==> config.mk <==
export PLATFORM = sky130hd
export DESIGN_NAME = graphics_compositor_flat
export DESIGN_NICKNAME = d
export VERILOG_FILES = /design/src/rtl/graphics_compositor_if.sv /design/src/rtl/graphics_compositor.sv /design/src/flat_wrapper.sv
export SDC_FILE = /design/constraint.sdc
export NUM_CORES = 1
export LEC_CHECK = 0
export CORE_ASPECT_RATIO = 2
export CORE_UTILIZATION = 56
export DETAILED_ROUTE_END_ITERATION = 10
export DONT_BUFFER_PORTS = 1
export PLACE_DENSITY = 0.83
export SLEW_MARGIN = 5
export SYNTH_ARGS = -nofsm -noshare
export SYNTH_HDL_FRONTEND = slang
export SYNTH_SLANG_ARGS = --single-unit
==> constraint.sdc <==
create_clock -name clk -period 6.6 [get_ports clk]
set_input_delay 0.99 -clock clk [delete_from_list [all_inputs] [get_ports clk]]
set_output_delay 0.99 -clock clk [all_outputs]
set_load 0.1 [all_outputs]
==> src/rtl/graphics_compositor_if.sv <==
// Pixel bus between the VGA timing/driver side and the compositor.
// The master drives the pixel stream and control; the slave is the compositor.
interface graphics_compositor_if #(
  parameter int NUM_LAYERS = 4,
  parameter int COLOR_W    = 24
);
  logic [9:0]                          VGA_row;
  logic [9:0]                          VGA_col;
  logic                                pixel_valid;
  logic                                frame_start;
  logic [NUM_LAYERS-1:0][COLOR_W-1:0]  layer_color;
  logic [NUM_LAYERS-1:0]               layer_active;
  logic [NUM_LAYERS-1:0]               layer_enable;
  logic [COLOR_W-1:0]                  bg_color;
  logic                                testpattern_active;
  logic                                flash_req;
  logic [COLOR_W-1:0]                  output_color;
  logic                                output_valid;
  logic [9:0]                          out_row;
  logic [9:0]                          out_col;
  logic                                flash_busy;

  modport master (
    output VGA_row, VGA_col, pixel_valid, frame_start, layer_color,
           layer_active, layer_enable, bg_color, testpattern_active, flash_req,
    input  output_color, output_valid, out_row, out_col, flash_busy
  );

  modport slave (
    input  VGA_row, VGA_col, pixel_valid, frame_start, layer_color,
           layer_active, layer_enable, bg_color, testpattern_active, flash_req,
    output output_color, output_valid, out_row, out_col, flash_busy
  );
endinterface

==> src/rtl/graphics_compositor.sv <==
// Pipelined pixel compositor: priority layer merge over a background,
// colour-bar test pattern, and a frame-aligned flash (inversion) effect.
// Fixed LATENCY from input sample to output; no stalls.
module graphics_compositor #(
  parameter int NUM_LAYERS   = 4,
  parameter int COLOR_W      = 24,
  parameter int LATENCY      = 2,
  parameter int FLASH_FRAMES = 6
) (
  input  logic                  clk,
  input  logic                  rst,
  graphics_compositor_if.slave  bus
);

  localparam int FL_W = $clog2(FLASH_FRAMES + 1);

  typedef enum logic [1:0] {IDLE, ARMED, ON, OFF} flash_state_t;

  // ---------------- flash FSM ----------------
  flash_state_t     state_q, state_d;
  logic [FL_W-1:0]  frames_left_q, frames_left_d;
  logic             busy_q;

  // State register; busy is registered from the next state so it tracks state_q exactly
  always_ff @(posedge clk or posedge rst) begin
    if (rst) begin
      state_q       <= IDLE;
      frames_left_q <= '0;
      busy_q        <= 1'b0;
    end else begin
      state_q       <= state_d;
      frames_left_q <= frames_left_d;
      busy_q        <= (state_d != IDLE);
    end
  end

  // Next state: only IDLE->ARMED may happen mid-frame, all else waits for frame_start
  always_comb begin
    state_d       = state_q;
    frames_left_d = frames_left_q;
    case (state_q)
      IDLE: begin
        if (bus.flash_req) state_d = ARMED;
      end
      ARMED: begin
        if (bus.frame_start) begin
          state_d       = ON;
          frames_left_d = FL_W'(FLASH_FRAMES - 1);
        end
      end
      ON, OFF: begin
        if (bus.frame_start) begin
          if (frames_left_q == '0) begin
            state_d = IDLE;
          end else begin
            state_d       = (state_q == ON) ? OFF : ON;
            frames_left_d = frames_left_q - FL_W'(1);
          end
        end
      end
      default: state_d = IDLE;
    endcase
  end

  assign bus.flash_busy = busy_q;

  // ---------------- stage 1: input capture ----------------
  logic [9:0]                          s1_row_q, s1_col_q;
  logic                                s1_valid_q, s1_tp_q;
  logic [NUM_LAYERS-1:0][COLOR_W-1:0]  s1_color_q;
  logic [NUM_LAYERS-1:0]               s1_active_q, s1_enable_q;
  logic [COLOR_W-1:0]                  s1_bg_q;

  // Register every pixel input so compose works from a clean registered view
  always_ff @(posedge clk or posedge rst) begin
    if (rst) begin
      s1_row_q    <= '0;
      s1_col_q    <= '0;
      s1_valid_q  <= 1'b0;
      s1_tp_q     <= 1'b0;
      s1_color_q  <= '0;
      s1_active_q <= '0;
      s1_enable_q <= '0;
      s1_bg_q     <= '0;
    end else begin
      s1_row_q    <= bus.VGA_row;
      s1_col_q    <= bus.VGA_col;
      s1_valid_q  <= bus.pixel_valid;
      s1_tp_q     <= bus.testpattern_active;
      s1_color_q  <= bus.layer_color;
      s1_active_q <= bus.layer_active;
      s1_enable_q <= bus.layer_enable;
      s1_bg_q     <= bus.bg_color;
    end
  end

  // ---------------- stage 2: compose ----------------
  logic [COLOR_W-1:0] layer_pick;
  logic [3:0]         bar;
  logic [23:0]        bar_rgb;
  logic [COLOR_W-1:0] tp_color;
  logic [COLOR_W-1:0] base_color;
  logic [COLOR_W-1:0] s2_color_d, s2_color_q;
  logic               s2_valid_q;
  logic [9:0]         s2_row_q, s2_col_q;

  // Priority merge: later (higher-index) qualifying layers override earlier ones
  always_comb begin
    layer_pick = s1_bg_q;
    for (int k = 0; k < NUM_LAYERS; k++) begin
      if (s1_active_q[k] && s1_enable_q[k]) layer_pick = s1_color_q[k];
    end
  end

  // 80-pixel-wide bars; col >= 640 yields bar >= 8 which falls back to background
  assign bar = 4'(s1_col_q / 10'd80);

  // Colour-bar pattern: R on bars 0,1,4,5; G on bars 0..3; B on even bars
  always_comb begin
    bar_rgb         = 24'h0;
    bar_rgb[23:16]  = {8{(bar == 4'd0) || (bar == 4'd1) || (bar == 4'd4) || (bar == 4'd5)}};
    bar_rgb[15:8]   = {8{bar < 4'd4}};
    bar_rgb[7:0]    = {8{~bar[0]}};
    if ((s1_row_q >= 10'd240) || (bar >= 4'd8)) tp_color = s1_bg_q;
    else                                          tp_color = COLOR_W'(bar_rgb);
  end

  // Final stage-2 colour: blank when invalid, inverted while the flash is ON
  always_comb begin
    base_color = s1_tp_q ? tp_color : layer_pick;
    s2_color_d = '0;
    if (s1_valid_q) s2_color_d = (state_q == ON) ? ~base_color : base_color;
  end

  // Stage-2 register carries colour with its tag
  always_ff @(posedge clk or posedge rst) begin
    if (rst) begin
      s2_color_q <= '0;
      s2_valid_q <= 1'b0;
      s2_row_q   <= '0;
      s2_col_q   <= '0;
    end else begin
      s2_color_q <= s2_color_d;
      s2_valid_q <= s1_valid_q;
      s2_row_q   <= s1_row_q;
      s2_col_q   <= s1_col_q;
    end
  end

  // ---------------- stages 3..LATENCY: delay line ----------------
  generate
    if (LATENCY > 2) begin : g_delay
      localparam int DL = LATENCY - 2;
      logic [COLOR_W-1:0] dl_color_q [DL];
      logic               dl_valid_q [DL];
      logic [9:0]         dl_row_q   [DL];
      logic [9:0]         dl_col_q   [DL];

      for (genvar gi = 0; gi < DL; gi++) begin : g_stage
        if (gi == 0) begin : g_head
          // First delay stage follows the compose stage
          always_ff @(posedge clk or posedge rst) begin
            if (rst) begin
              dl_color_q[0] <= '0;
              dl_valid_q[0] <= 1'b0;
              dl_row_q[0]   <= '0;
              dl_col_q[0]   <= '0;
            end else begin
              dl_color_q[0] <= s2_color_q;
              dl_valid_q[0] <= s2_valid_q;
              dl_row_q[0]   <= s2_row_q;
              dl_col_q[0]   <= s2_col_q;
            end
          end
        end else begin : g_tail
          // Remaining stages shift the previous stage along
          always_ff @(posedge clk or posedge rst) begin
            if (rst) begin
              dl_color_q[gi] <= '0;
              dl_valid_q[gi] <= 1'b0;
              dl_row_q[gi]   <= '0;
              dl_col_q[gi]   <= '0;
            end else begin
              dl_color_q[gi] <= dl_color_q[gi-1];
              dl_valid_q[gi] <= dl_valid_q[gi-1];
              dl_row_q[gi]   <= dl_row_q[gi-1];
              dl_col_q[gi]   <= dl_col_q[gi-1];
            end
          end
        end
      end

      assign bus.output_color = dl_color_q[DL-1];
      assign bus.output_valid = dl_valid_q[DL-1];
      assign bus.out_row      = dl_row_q[DL-1];
      assign bus.out_col      = dl_col_q[DL-1];
    end else begin : g_direct
      assign bus.output_color = s2_color_q;
      assign bus.output_valid = s2_valid_q;
      assign bus.out_row      = s2_row_q;
      assign bus.out_col      = s2_col_q;
    end
  endgenerate

endmodule

==> src/flat_wrapper.sv <==
// flat-port wrapper written by rule: the top's interface ports become plain ports
module graphics_compositor_flat 
#(
  parameter int NUM_LAYERS   = 4,
  parameter int COLOR_W      = 24,
  parameter int LATENCY      = 2,
  parameter int FLASH_FRAMES = 6
)
  (clk, rst, bus_VGA_row, bus_VGA_col, bus_pixel_valid, bus_frame_start, bus_layer_color, bus_layer_active, bus_layer_enable, bus_bg_color, bus_testpattern_active, bus_flash_req, bus_output_color, bus_output_valid, bus_out_row, bus_out_col, bus_flash_busy);
  graphics_compositor_if #(.NUM_LAYERS(NUM_LAYERS), .COLOR_W(COLOR_W)) bus_i ();
  input  logic clk;
  input  logic rst;
  input wire logic [$bits(bus_i.VGA_row)-1:0] bus_VGA_row;
  input wire logic [$bits(bus_i.VGA_col)-1:0] bus_VGA_col;
  input wire logic [$bits(bus_i.pixel_valid)-1:0] bus_pixel_valid;
  input wire logic [$bits(bus_i.frame_start)-1:0] bus_frame_start;
  input wire logic [$bits(bus_i.layer_color)-1:0] bus_layer_color;
  input wire logic [$bits(bus_i.layer_active)-1:0] bus_layer_active;
  input wire logic [$bits(bus_i.layer_enable)-1:0] bus_layer_enable;
  input wire logic [$bits(bus_i.bg_color)-1:0] bus_bg_color;
  input wire logic [$bits(bus_i.testpattern_active)-1:0] bus_testpattern_active;
  input wire logic [$bits(bus_i.flash_req)-1:0] bus_flash_req;
  output wire logic [$bits(bus_i.output_color)-1:0] bus_output_color;
  output wire logic [$bits(bus_i.output_valid)-1:0] bus_output_valid;
  output wire logic [$bits(bus_i.out_row)-1:0] bus_out_row;
  output wire logic [$bits(bus_i.out_col)-1:0] bus_out_col;
  output wire logic [$bits(bus_i.flash_busy)-1:0] bus_flash_busy;
  assign bus_i.VGA_row = bus_VGA_row;
  assign bus_i.VGA_col = bus_VGA_col;
  assign bus_i.pixel_valid = bus_pixel_valid;
  assign bus_i.frame_start = bus_frame_start;
  assign bus_i.layer_color = bus_layer_color;
  assign bus_i.layer_active = bus_layer_active;
  assign bus_i.layer_enable = bus_layer_enable;
  assign bus_i.bg_color = bus_bg_color;
  assign bus_i.testpattern_active = bus_testpattern_active;
  assign bus_i.flash_req = bus_flash_req;
  assign bus_output_color = bus_i.output_color;
  assign bus_output_valid = bus_i.output_valid;
  assign bus_out_row = bus_i.out_row;
  assign bus_out_col = bus_i.out_col;
  assign bus_flash_busy = bus_i.flash_busy;
  graphics_compositor #(.NUM_LAYERS(NUM_LAYERS), .COLOR_W(COLOR_W), .LATENCY(LATENCY), .FLASH_FRAMES(FLASH_FRAMES)) u_core (.clk(clk), .rst(rst), .bus(bus_i));
endmodule
==> results.ini, run 1 <==
[logic_synthesis]
synth_warnings=0
syn_inst=484
syn-num-nets=640
synth_top_cell_by_area=dfrtp_1
synthTopCellsByArea=dfrtp_1, mux2i_1, a221oi_1
synth-edff-count=0
synth_ff_type=dfrtp_1
synth_cell_types=35
ys_ff_latch=201
postSynthAreaPerCell_um2=14.2
ys_seq_area_share_pct=73.4
synth_top_area_share_pct=73.4
syn_area_um2=6850
async_flop_share_pct=100

[clock_network]
postCtsSetupRepairBufs=0
cts_tree=yes
cts_resized=0
numCtsBuffers=17
cts_buffer_depth=3
root_buffer=clkbuf_16
clock_latency_ps=460
clk_pin_slew_ps=70
clock-sinks=201
cts-htree-levels=1
cts_hold_buf=0

[final_layout]
final_common_cell=dfrtp_1
seq_area_um2=5030
nFillCells=825
nets=638
syn2layout_area_growth_pct=9.84
multi_input_area_um2=1690
final_cell_mix=dfrtp_1, nor2_1, nand2_1, mux2i_1, a211oi_1
drive_gt1_share_pct=8.94

[die]
core_area_um2=11800
boundaryPins=200
rows=56
initial_core_util_pct=57.9
dieHeight_um=158
chipWidth_um=80.2
dieArea_um2=12700

[worst_setup_path]
slowest_stage=and2_1
cp_num_cells=8
cpPeakStageDelay_ps=590
reg2reg_depth=8
r2r-start=u_core.s1_enable_q[2]
path_cells=and2_1 -> buf_4 -> nor2_1 -> buf_4 -> a221oi_1 -> o21ai_0 -> a221oi_1 -> mux2i_1
criticalPathCategory=flop to flop
path_buf_inv=2
crit_path_max_fanout=16
arrival_ps=3050
crit_path_end_kind=flop
crit_end=u_core.bus.output_color[0]
critPathLaunch=u_core.s1_enable_q[2]
path_delay_family=compound AO/OA/AOI/OAI gates
worst_setup_path_start_kind=flop
r2r_end=u_core.bus.output_color[0]
cp.required_ps=6940
ff2ff_setup_slack_ps=3890

[sta]
hold_violations=0
worst_pin_slew_ps=1180
tns_ps=0
slew_headroom_pct=21.2
rsz0062_at_grt=no
fin_crit_sh_pct=41.1
fin_crit_ps=2710
finalMaxSlewViolations=0
max_freq_mhz=369
finalSetupViolations=0
final.setup_skew_ps=8.37

[global_routing]
grt_first_pass_wirelength_um=23300
met2_usage_pct=46.1
grt_max_degree=120
grt-ovfl-total=0
met1_usage_pct=26.0
grtUsageMet3_pct=5.67
busiest_layer=met2
first_global_vias=4352
grt.total_usage_pct=25.2
antenna_found_initial=8

[placement]
gp_congestion=0.850
hpwl_um=10600
io_buffers=0

[drt]
drt_wl_total_um=16100
vias_per_cell=6.37
route.detailed.drc=0
drt-pass1-iter-count=5
drtIter0Drc=205
post_drt_wl_per_cell_um=24.9
num_vias=4107
postRouteAntennaNets=0

[power]
p_seq_share_pct=60.1
peakVddDrop_mv=0.309
p_sw_share_pct=35.8
intPower_uw=2010
cellLeakagePower_uw=0.00330
pwr-share-clk_pct=31.2
powerDensity_nw_per_um2=417
p_switching_uw=1120
power_uw=3140
combPwrFrac_pct=8.7

[hold_path]
hp-class=flop to flop

[flow_run]
cap_violations=0

[outcome]
outcome=finished clean

==> state kept, by name, indices dropped and copies added (netlist names) <==
register                 flops
u_core.frames_left_q         3
u_core.bus.flash_busy        1
u_core.s1_color_q           96
u_core.bus.output_color     24
u_core.bus.out_col          10
u_core.s1_active_q           4
u_core.s1_valid_q            1
u_core.state_q               2
u_core.s1_enable_q           4
u_core.s1_bg_q              24
u_core.s1_tp_q               1
u_core.bus.out_row          10
u_core.s1_col_q             10
u_core.s1_row_q             10
u_core.bus.output_valid      1
==> stage by stage <==
stage          hold slack [ps]  cells  utilization [%]  instance area, um^2  setup slack [ps]
3_3_place_gp               339    608             58.8                 6970              4070
2_1_floorplan              331    484                -                 6850               128
6_report                   354    645             63.5                 7520              3890
5_1_grt                    365    645             63.5                 7520              3720
3_5_place_dp               338    608             58.8                 6970              3920
4_1_cts                    353    637             63.4                 7500              3900
==> worst reg2reg max path, stage by stage (launching register included) <==
cell and delay, ps:
dfrtp_1 340, and2_1 590, buf_4 310, nor2_1 90
buf_4 240, a221oi_1 300, o21ai_0 150, a221oi_1 300
mux2i_1 270
==> synth_stat cells (5+ instances only) <==
master,instances
buf_2,5
o32ai_1,9
nor2_1,45
nand2b_1,6
mux2i_1,32
inv_1,7
a211oi_1,26
o21ai_0,18
dfrtp_1,201
a221oi_1,23
nand2_1,36
a21oi_1,6
mux2_2,8
a31oi_1,8
clkbuf_1,18
==> power by group through the flow <==
stage	logic [uW]	clock network (uW)	registers, uW
2_1_floorplan	215	0	1860
3_3_place_gp	248	0	1900
3_5_place_dp	268	0	1900
4_1_cts	270	992	1880
5_1_grt	298	1040	1900
6_report	273	979	1880
==> how the worst min path moves through the flow <==
stage,start,end,slack (ps),cells after the start
floorplan,u_core.s1_col_q[0],u_core.bus.out_col[0],330,0
global placement,u_core.s1_row_q[0],u_core.bus.out_row[0],340,0
detailed placement,u_core.s1_col_q[0],u_core.bus.out_col[0],340,0
CTS,u_core.s1_col_q[2],u_core.bus.out_col[2],350,0
global route,u_core.s1_col_q[3],u_core.bus.out_col[3],360,0
finish,u_core.s1_col_q[2],u_core.bus.out_col[2],350,0
==> metal layers <==
| layer | wire (um) | part of all wire [%] | vias to the layer above |
|---|---|---|---|
| met5 | 0 | 0 | - |
| met4 | 806 | 5.0 | 0 |
| met3 | 1180 | 7.3 | 63 |
| met2 | 8830 | 55 | 270 |
| met1 | 5250 | 33 | 2060 |
| li1 | - | - | 1714 |
==> kinds of logic (layout without fill, tap and decap cells) <==
| family | Yosys count | in the layout | synth area share (%) |
|---|---|---|---|
| AO/OA/AOI/OAI | 104 | 104 | 11.5 |
| AND/OR/NAND/NOR | 104 | 104 | 6.68 |
| other | 0 | 8 | 0 |
| flip-flops | 201 | 201 | 73.4 |
| adder cells (fa/ha/maj) | 2 | 2 | 0.365 |
| multiplexers | 40 | 40 | 5.99 |
| buffers and inverters | 33 | 41 | 2.06 |
==> cell type report <==
type	instances	area share [%]
flip-flops and latches	201	66.8
multi-input cells	250	22.4
clock buffers	26	6.24
well taps	145	2.41
clock inverters	3	0.898
repair buffers	5	0.499
inverters	7	0.449
diodes	8	0.266
Power figures use the tool's default switching activity.
==> run 2, diff against run 1 <==
--- a/config.mk
+++ b/config.mk
@@ -6,10 +6,10 @@
 export NUM_CORES = 1
 export LEC_CHECK = 0
 export CORE_ASPECT_RATIO = 2
-export CORE_UTILIZATION = 56
+export CORE_UTILIZATION = 62
 export DETAILED_ROUTE_END_ITERATION = 10
 export DONT_BUFFER_PORTS = 1
-export PLACE_DENSITY = 0.83
+export PLACE_DENSITY = 0.87
 export SLEW_MARGIN = 5
 export SYNTH_ARGS = -nofsm -noshare
 export SYNTH_HDL_FRONTEND = slang
==> constraint.sdc (replaced) <==
create_clock -name clk -period 2.6 [get_ports clk]
set_input_delay 0.39 -clock clk [delete_from_list [all_inputs] [get_ports clk]]
set_output_delay 0.39 -clock clk [all_outputs]
set_load 0.1 [all_outputs]
==> results.ini, run 2 <==
[outcome]
outcome=did not finish
lastStage=4_1_cts
error_line=[ERROR RSZ-0060] Max buffer count reached.

[clock_network]
clock-sinks=201
cts_buffer_depth=3
cts-htree-levels=1
cts_resized=0
root_buffer=clkbuf_16
numCtsBuffers=18
postCtsSetupRepairBufs=0
cts_hold_buf=129

[logic_synthesis]
synth_ff_type=dfrtp_1
postSynthAreaPerCell_um2=14.2
synthTopCellsByArea=dfrtp_1, mux2i_1, a221oi_1
synth-edff-count=0
ys_seq_area_share_pct=73.4
synth_top_cell_by_area=dfrtp_1
synth_common_cells=dfrtp_1, nor2_1, nand2_1
synth_most_common_cell=dfrtp_1
syn_inst=484
syn_area_um2=6850
syn-num-nets=640
synth_cell_types=35
synth_top_area_share_pct=73.4
synth_warnings=0
ys_ff_latch=201
async_flop_share_pct=100

[placement]
post-place-ws_ps=304
hpwl_um=11300
placed_cells=613
io_buffers=0
gp_congestion=0.800

[die]
dieHeight_um=151
initial_core_util_pct=63.4
boundaryPins=200
rows=54
chipWidth_um=76.3

[run 2: cell families after synthesis]
logic type | share of synthesized area, %
adders and majority gates | 0.365
buffers and inverters | 2.06
muxes | 5.99
and+or+nand+nor | 6.68
DFF | 73.4
AOI/OAI and AO/OA | 11.5
[run 2: per-stage QoR]
stage / TNS, ps / cell area, um^2 / hold slack, ps / utilization [%]
detailed placement: 0 / 7060 / 345 / 65.3
floorplan: -78860 / 6850 / 331 / -
global placement: 0 / 7060 / 344 / 65.3
==> run 3, diff against run 2 <==
--- a/config.mk
+++ b/config.mk
@@ -5,11 +5,10 @@
 export SDC_FILE = /design/constraint.sdc
 export NUM_CORES = 1
 export LEC_CHECK = 0
-export CORE_ASPECT_RATIO = 2
-export CORE_UTILIZATION = 62
+export CORE_UTILIZATION = 40
 export DETAILED_ROUTE_END_ITERATION = 10
 export DONT_BUFFER_PORTS = 1
-export PLACE_DENSITY = 0.87
+export PLACE_DENSITY_LB_ADDON = 0.15
 export SLEW_MARGIN = 5
 export SYNTH_ARGS = -nofsm -noshare
 export SYNTH_HDL_FRONTEND = slang
==> results.ini, run 3 <==
[logic_synthesis]
ys_ff_latch=201
synth_top_area_share_pct=73.4
synth_common_cells=dfrtp_1, nor2_1, nand2_1
ys_seq_area_share_pct=73.4
postSynthAreaPerCell_um2=14.2
synth_most_common_cell=dfrtp_1
syn_inst=484
syn_area_um2=6850
synth_cell_types=35
synth_top_cell_by_area=dfrtp_1
async_flop_share_pct=100
synth-edff-count=0
syn-num-nets=640
synthTopCellsByArea=dfrtp_1, mux2i_1, a221oi_1
synth_ff_type=dfrtp_1
synth_warnings=0

[die]
chipWidth_um=133
dieHeight_um=133
boundaryPins=200
initial_core_util_pct=41.2
rows=47

[placement]
hpwl_um=11100
io_buffers=0
gp_congestion=0.882
post-place-ws_ps=140

[clock_network]
cts-htree-levels=1
root_buffer=clkbuf_16
cts_hold_buf=147
clock-sinks=201
numCtsBuffers=22
postCtsSetupRepairBufs=0
cts_resized=0
cts_buffer_depth=3

[outcome]
error_line=[ERROR RSZ-0060] Max buffer count reached.
lastStage=4_1_cts
outcome=did not finish

run 3: cell counts after synthesis:
Identical to the previous run, type by type.
run 3: per-stage QoR:
step / area [um^2] / util (%) / instances
2_1_floorplan: 6850 / - / 484
3_3_place_gp: 7150 / 43.0 / 695
3_5_place_dp: 7150 / 43.0 / 695
run 3: cell families after synthesis:
logic type | share of synthesized area [%]
AO/OA/AOI/OAI | 11.5
adder cells (fa/ha/maj) | 0.365
buffers and inverters | 2.06
flip-flops | 73.4
multiplexers | 5.99
AND/OR/NAND/NOR | 6.68
